==> config.mk <==
export PLATFORM = sky130hd
export DESIGN_NAME = sobel_mag
export DESIGN_NICKNAME = d
export VERILOG_FILES = /design/src/rtl/sobel_mag.sv
export SDC_FILE = /design/constraint.sdc
export NUM_CORES = 1
export LEC_CHECK = 0
export CAP_MARGIN = 25
export CORE_UTILIZATION = 49
export DETAILED_ROUTE_END_ITERATION = 16
export MAX_ROUTING_LAYER = met4
export PLACE_DENSITY = 0.85
export SLEW_MARGIN = 20
export SYNTH_ARGS = -nofsm -noshare
export SYNTH_HDL_FRONTEND = slang
export SYNTH_SLANG_ARGS = --single-unit
export TNS_END_PERCENT = 20
==> constraint.sdc <==
create_clock -name clk -period 3.26 [get_ports clk]
set_clock_uncertainty 0.2 [all_clocks]
set_input_delay 0.652 -clock clk [delete_from_list [all_inputs] [get_ports clk]]
set_output_delay 0.652 -clock clk [all_outputs]
set_load 0.02 [all_outputs]
==> src/rtl/sobel_mag.sv <==
// Sobel L1 gradient magnitude normalised to 8 bits; optional pixel-address window via SOBEL_MAG_WINDOW_EN.
// Latency 2 clocks, one pixel per clock, no handshake and no backpressure (always accepts).
module sobel_mag #(
   parameter int STARTADDRESS = 770,
   parameter int ENDADDRESS   = 261758
) (
   input  logic       clk,
   input  logic       reset,
   input  logic       startEn,
   input  logic [8:0] sobelX,
   input  logic [8:0] sobelY,
   output logic [7:0] normalisedMag
);

   logic [9:0] abs_x;
   logic [9:0] abs_y;
   logic [9:0] mag_sum;
   logic [9:0] mag_half;
   logic [9:0] unnormalisedMag;
   logic       gate;
   logic       gate_q;

   // Sign-extend to 10 bits before negating so |-256| = 256 is representable.
   always_comb begin
      abs_x   = sobelX[8] ? (10'd0 - {sobelX[8], sobelX}) : {1'b0, sobelX};
      abs_y   = sobelY[8] ? (10'd0 - {sobelY[8], sobelY}) : {1'b0, sobelY};
      mag_sum = abs_x + abs_y;
   end

`ifdef SOBEL_MAG_WINDOW_EN
   typedef enum logic {
      IDLE,
      RUN
   } state_t;

   localparam logic [17:0] START_A = 18'(STARTADDRESS);
   localparam logic [17:0] END_A   = 18'(ENDADDRESS);

   state_t      state;
   state_t      state_nxt;
   logic [17:0] counter;
   logic [17:0] counter_nxt;

   always_ff @(posedge clk) begin
      if (!reset) begin
         state   <= IDLE;
         counter <= 18'd0;
      end else begin
         state   <= state_nxt;
         counter <= counter_nxt;
      end
   end

   // The counter value in a RUN cycle is the index of the sample presented in that cycle.
   always_comb begin
      state_nxt   = state;
      counter_nxt = counter;
      gate        = 1'b0;
      case (state)
         IDLE: begin
            counter_nxt = 18'd0;
            if (startEn) begin
               state_nxt = RUN;
            end
         end
         RUN: begin
            gate = (counter >= START_A) && (counter <= END_A);
            if (counter == END_A) begin
               state_nxt   = IDLE;
               counter_nxt = 18'd0;
            end else begin
               counter_nxt = counter + 18'd1;
            end
         end
         default: begin
            state_nxt   = IDLE;
            counter_nxt = 18'd0;
         end
      endcase
   end
`else
   logic unused_cfg;

   assign gate       = 1'b1;
   assign unused_cfg = startEn ^ (STARTADDRESS > ENDADDRESS);
`endif

   always_comb begin
      mag_half = unnormalisedMag >> 1;
   end

   // Gate rides alongside its sample so the window edges line up with the pipeline.
   always_ff @(posedge clk) begin
      if (!reset) begin
         unnormalisedMag <= 10'd0;
         gate_q          <= 1'b0;
         normalisedMag   <= 8'd0;
      end else begin
         unnormalisedMag <= mag_sum;
         gate_q          <= gate;
         if (!gate_q) begin
            normalisedMag <= 8'd0;
         end else if (mag_half > 10'd255) begin
            normalisedMag <= 8'hFF;
         end else begin
            normalisedMag <= mag_half[7:0];
         end
      end
   end

endmodule

==> impl_results.md, run 1 <==
- Crit path cell chain: clkdlybuf4s50_1, inv_1, ha_1, nand2b_1, nand2b_4, nand2_1, xnor2_2, ha_1, a211o_1, nand3_1, mux2i_1, or4b_1
- Pleak: 0.0007682 uW
- Worst Path Required: 3.22 ns
- Final hold vios: 0
- Worst vdd ir: 0.2986 mV
- Setup CP Type: in -> reg
- Initial Util: 52.89%
- Mapped Nets: 178
- Area occupied by multi-input gates: 815.8 um2
- Post-synthesis cell area: 0.001192 mm2
- Vias per cell: 5.443
- Yosys cell types: 35
- Clk sinks: 18
- Area Growth Syn to Fin: 46.17%
- CTS HTree Levels: 1
- Sequential area share after synthesis: 30.22%
- Final Non-Filler Cells: 228
- CTS Buf Count: 3
- Final Critical Period: 3.192 ns
- GRT Total Usage: 23.44%
- WP buf/inv: 2
- P_sw: 214.3 uW
- Hold Crit Class: reg -> reg
- DRT iter0 DRCs: 22
- MaxCap Viol Count: 0
- Sequential power share: 37.0%
- Final core utilization: 77.30%
- Worst slew pin tran: 0.4285 ns
- Reg-to-Reg End: normalisedMag[0]
- Clock power share: 18.5%
- Slowest CP cell: clkdlybuf4s50_1
- Reg area: 360.3 um2
- WP depth: 12
- Slowest cell delay on critical path: 0.49 ns
- Syn_area_per_cell: 8.167 um2
- Die height: 51.33 um
- Switching part of the total: 30.78%
- RSZ-0062 raised after global routing: yes
- Final setup viols: 0
- WL per Instance: 12.41 um
- CTS tree: built
- Crit-path max FO: 3
- Status: finished clean
- Clk_lat worst skew: 0.28 ns
- R2R Setup Slk: 2.37 ns
- GP Congestion: 0.7959
- Pint: 481.9 uW
- CORE AREA: 0.002255 mm2
- Fmax: 0.3133 GHz
- Clk pin slew, worst setup/hold paths: 0.09 ns
- Comb power frac: 44.6%
- Post-Syn Instances: 146
- Top delay family on crit path: simple AND/OR/NAND/NOR gates
- Max-slew headroom: 71.34%
- Cell mode on critical path: ha_1
- Vias in the first global route: 1220
- Diode count: 0
- Post-detail-place hpwl: 2371 um
- Post-synth top flop: dfxtp_1
- Nets: 233
- Max Slew Vio Count: 0
- Worst Setup EP: unnormalisedMag[7]
- Rows: 17
- CTS Root Cell: clkbuf_4
- Placed Cells: 223
- Setup slack after layout: 0.06768 ns
- Setup TNS: 0 ns
- Crit path capture type: flop
- Crit start category: input pin
- Fraction of layout cells with a size suffix above 1: 19.00%
- Antenna-violating nets left: 0
- R2R Path Start: unnormalisedMag[9]
- R2R cell count: 2
- Detailed Route WL: 2829 um
- Synth Register Bits: 18
- Largest net degree at the start of global routing: 14
- Arr. time, crit path: 3.16 ns
- Pwr per Cell Area: 399.4 mW/mm2
- Via count: 1241
- Initial antenna violation count: 0
- First-pass GRT wire length: 4554 um
- Synth Warn #: 0
- Total grt overflow: 0
- Chip width: 51.33 um
- Worst slack, placed: -0.3318 ns
- FILL cells: 173
- Tcrit/Tclk final: 97.92%
- Die area: 0.002635 mm2
- # IOs: 29
- Drt first pass iters: 4
- Post-synth EDFFs: 0
- Longest Clk Path Bufs: 2
- Port buffer count: 27
- Asr flop ratio synth: 0%
- Drt drc: 0
- Crit path from: sobelY[0]
[through the flow]
step | instance area, um2 | hold slack (ns) | power (uW)
2_1_floorplan | 1192 | 0.2114 | 431.3
3_3_place_gp | 1667 | 0.2157 | 545.1
3_5_place_dp | 1667 | 0.2198 | 560.3
4_1_cts | 1710 | 0.2432 | 688.6
5_1_grt | 1743 | 0.2693 | 744.3
6_report | 1743 | 0.2423 | 696.2
[cells in the final DEF (no fill, tap or decap), types with 2 or more instances in the layout]
| master | synthesis | final |
|---|---|---|
| or3_1 | 5 | 5 |
| nor2b_1 | 2 | 2 |
| o22ai_1 | 2 | 2 |
| nand2b_1 | 8 | 7 |
| nor4b_1 | 2 | 2 |
| nor3_1 | 3 | 2 |
| a21oi_1 | 5 | 5 |
| mux2i_1 | 3 | 3 |
| nor3_2 | 1 | 2 |
| o21ai_1 | 0 | 3 |
| clkbuf_4 | 0 | 3 |
| or4_1 | 2 | 2 |
| nor2_1 | 20 | 20 |
| buf_4 | 1 | 25 |
| clkdlybuf4s50_1 | 0 | 27 |
| nand2_1 | 11 | 11 |
| o21ai_0 | 8 | 5 |
| nor4_1 | 2 | 2 |
| and3_1 | 2 | 2 |
| inv_1 | 10 | 10 |
| nand3_1 | 4 | 4 |
| ha_1 | 10 | 10 |
| dfxtp_1 | 18 | 18 |
| xnor2_1 | 12 | 11 |
[state kept, by name (all words and copies together), names as in the netlist]
| signal | cells |
|---|---|
| unnormalisedMag | 9 |
| gate_q | 1 |
| normalisedMag | 8 |
[synth_stat cells, drive strengths merged, types with 2 or more instances]
cell type / n / area, um2
nor2: 20 / 75.07
dfxtp: 18 / 360.4
xnor2: 12 / 105.1
nand2: 11 / 41.29
ha: 10 / 125.1
inv: 10 / 37.54
nand2b: 8 / 50.05
o21ai: 8 / 40.04
a21oi: 5 / 25.02
or3: 5 / 31.28
nand3: 4 / 20.02
nor3: 4 / 25.02
mux2i: 3 / 30.03
a211oi: 2 / 20.02
and3: 2 / 12.51
buf: 2 / 11.26
nor2b: 2 / 12.51
nor4: 2 / 12.51
nor4b: 2 / 17.52
o22ai: 2 / 12.51
o31ai: 2 / 15.01
or4: 2 / 15.01
[worst min path at each step]
stage | startpoint | to | slack [ns] | cells after the start
finish | unnormalisedMag[8] | normalisedMag[7] | 0.24 | 2
floorplan | unnormalisedMag[1] | normalisedMag[0] | 0.21 | 2
global route | unnormalisedMag[2] | normalisedMag[1] | 0.27 | 2
global placement | unnormalisedMag[3] | normalisedMag[2] | 0.22 | 2
CTS | unnormalisedMag[6] | normalisedMag[5] | 0.24 | 2
detailed placement | unnormalisedMag[6] | normalisedMag[5] | 0.22 | 2
[tightest hold or removal path: stages, from the launching register on]
cell     delay, ns
dfxtp_1       0.32
nor2_1        0.03
nor2_1        0.06
[cell families after synthesis]
kind of cell | share of synthesized area (%)
compound gates | 14.38
xor+xnor | 9.549
fa+ha+maj | 12.17
buf+inv | 4.093
flops | 30.22
mux | 2.518
simple gates | 27.07
[repair_timing]
| action | CTS | global route |
|---|---|---|
| resized for setup | 1 | 7 |
| hold buffers | 0 | 0 |
| setup endpoints to repair | 1 | 2 |
| pin swaps | 0 | 2 |
| buffers inserted | 0 | 1 |
[power by group through the flow]
stage / combinational (uW) / clock, uW / sequential, uW
detailed placement: 297 / 0 / 263
CTS: 299 / 132 / 258
global placement: 283 / 0 / 262
floorplan: 161 / 0 / 271
global route: 342 / 142 / 260
finish: 310 / 129 / 257
[area by class of cell]
type	count	share of cell area (%)
clock buffers	4	2.082
inverters	10	2.154
multi-input cells	116	46.81
flip-flops and latches	18	20.67
well taps	28	2.010
repair buffers	52	26.27
[layer usage]
metal / up-vias / global-route usage [%] / share of wire [%]
met4: 0 / 11.71 / 2.2
met3: 8 / 1.786 / 3.0
met1: 567 / 21.56 / 39
li1: 624 / - / -
met5: - / - / 0
met2: 42 / 47.37 / 56
No activity file was read; power rests on OpenSTA's default activity.
==> inputs of run 2 (changes only) <==
PLACE_DENSITY = 0.88   (was 0.85)
==> impl_results.md, run 2 (synthesis gave the netlist of run 1 again) <==
- DRT iter0 DRCs: 17
- Total power: 690.5 uW
- Initial antenna violation count: 0
- Setup slack after layout: 0.1008 ns
- Total grt overflow: 0
- Die area: 0.002635 mm2
- Pleak: 0.0007841 uW
- Max Slew Vio Count: 0
- Clk sinks: 18
- Largest net degree at the start of global routing: 14
- Chip width: 51.33 um
- FILL cells: 171
- CTS Buf Count: 3
- First-pass GRT wire length: 4402 um
- Nets: 232
- WL per Instance: 12.26 um
- Most frequent cells in the layout: clkdlybuf4s50_1, buf_4, nor2_1
- Sequential power share: 37.3%
- Drt drc: 0
- Crit start category: input pin
- Biggest regs: unnormalisedMag (9), normalisedMag (8), gate_q (1)
- Hold buffers post-CTS: 0
- Vias per cell: 5.493
- Vias in the first global route: 1178
- Worst slack, placed: -0.3124 ns
- Diode count: 0
- Final hold vios: 0
- CTS Root Cell: clkbuf_4
- Rows: 17
- GP Congestion: 0.8245
- Antenna-violating nets left: 0
- R2R Setup Slk: 2.31 ns
- Max-slew headroom: 71.81%
- Crit-path max FO: 3
- Hold Crit Class: reg -> reg
- Pint: 478.1 uW
- Worst Path Required: 3.22 ns
- MaxCap Viol Count: 0
- Placed Cells: 223
- GRT Total Usage: 22.35%
- Comb power frac: 44.1%
- Fraction of layout cells with a size suffix above 1: 19.60%
- # IOs: 29
- Via count: 1247
- Setup CP Type: in -> reg
- Pwr per Cell Area: 396.1 mW/mm2
- P_sw: 212.3 uW
- Max reg flops: 9
- Switching part of the total: 30.75%
- Final core utilization: 77.30%
- Arr. time, crit path: 3.12 ns
- Status: finished clean
- Final Critical Period: 3.159 ns
- Area Growth Syn to Fin: 46.17%
- Area occupied by multi-input gates: 815.8 um2
- Tcrit/Tclk final: 96.91%
- Final Non-Filler Cells: 227
- Reg area: 360.3 um2
- CTS HTree Levels: 1
- Worst slew pin tran: 0.4170 ns
- Port buffer count: 27
- Clk_lat worst skew: 0.28 ns
- Clock power share: 18.6%
- Detailed Route WL: 2784 um
- Post-detail-place hpwl: 2233 um
- Reg with most FFs: unnormalisedMag
- Clk pin slew, worst setup/hold paths: 0.09 ns
- Longest Clk Path Bufs: 2
- Initial Util: 52.89%
- Die height: 51.33 um
- Final setup viols: 0
- Fmax: 0.3165 GHz
- Crit path capture type: flop
- Worst vdd ir: 0.2676 mV
- Drt first pass iters: 4
- CORE AREA: 0.002255 mm2
- CTS tree: built
- RSZ-0062 raised after global routing: no
[run 2: timing repair]
action,in CTS,in global routing
endpoints found under the setup margin,1,2
hold endpoints to repair,0,0
gates resized for setup,2,10
pin swaps,0,4
buffers inserted,0,0
[run 2: path summary, 6_finish.rpt]
check,from,endpoint,cells after the start
min reg2reg,unnormalisedMag[1],normalisedMag[0],2
min,unnormalisedMag[1],normalisedMag[0],2
max reg2reg,unnormalisedMag[9],normalisedMag[4],2
max,sobelX[2],unnormalisedMag[7],9
[run 2: metal layers]
metal  track usage (%)  share of wire (%)  vias to the layer above
met1             20.11                 39                      581
met4             13.51                1.4                        0
met5                 -                  0                        -
met2             44.52                 56                       41
met3             1.786                3.4                        6
li1                  -                  -                      619
[run 2: power by group through the flow]
| stage | logic [uW] | registers [uW] | clock network (uW) |
|---|---|---|---|
| after floorplan | 161 | 271 | 0 |
| after global placement | 283 | 262 | 0 |
| after detailed placement | 296 | 263 | 0 |
| after CTS | 298 | 258 | 131 |
| after global routing | 334 | 260 | 139 |
| final | 304 | 258 | 129 |
[run 2: cell type report]
| cell class | instances | share of cell area [%] |
|---|---|---|
| Multi-Input combinational cell | 116 | 46.81 |
| Timing Repair Buffer | 51 | 26.27 |
| Sequential cell | 18 | 20.67 |
| Inverter | 10 | 2.154 |
| Clock buffer | 4 | 2.082 |
| Tap cell | 28 | 2.010 |
[run 2: critical path, cell delays in order]
cell and delay [ns]:
clkdlybuf4s50_1 0.44, or3_4 0.36, o31ai_2 0.22, xnor2_1 0.18, ha_1 0.29, o21ai_1 0.17
nand2_1 0.11, and3_1 0.16, or4b_1 0.52
[run 2: metrics by stage]
step	cell area (um2)	hold WS (ns)	setup TNS, ns
floorplan	1192	0.2114	0
global placement	1667	0.2149	-0.3317
detailed placement	1667	0.2266	-0.5274
CTS	1710	0.2479	0
global route	1743	0.2679	0
finish	1743	0.2437	0
==> inputs of run 3 (changes only) <==
HOLD_SLACK_MARGIN = 0.1   (was default)
==> results of run 3 <==
Same layout as run 2: the final DEF is identical, and so are final timing and power.
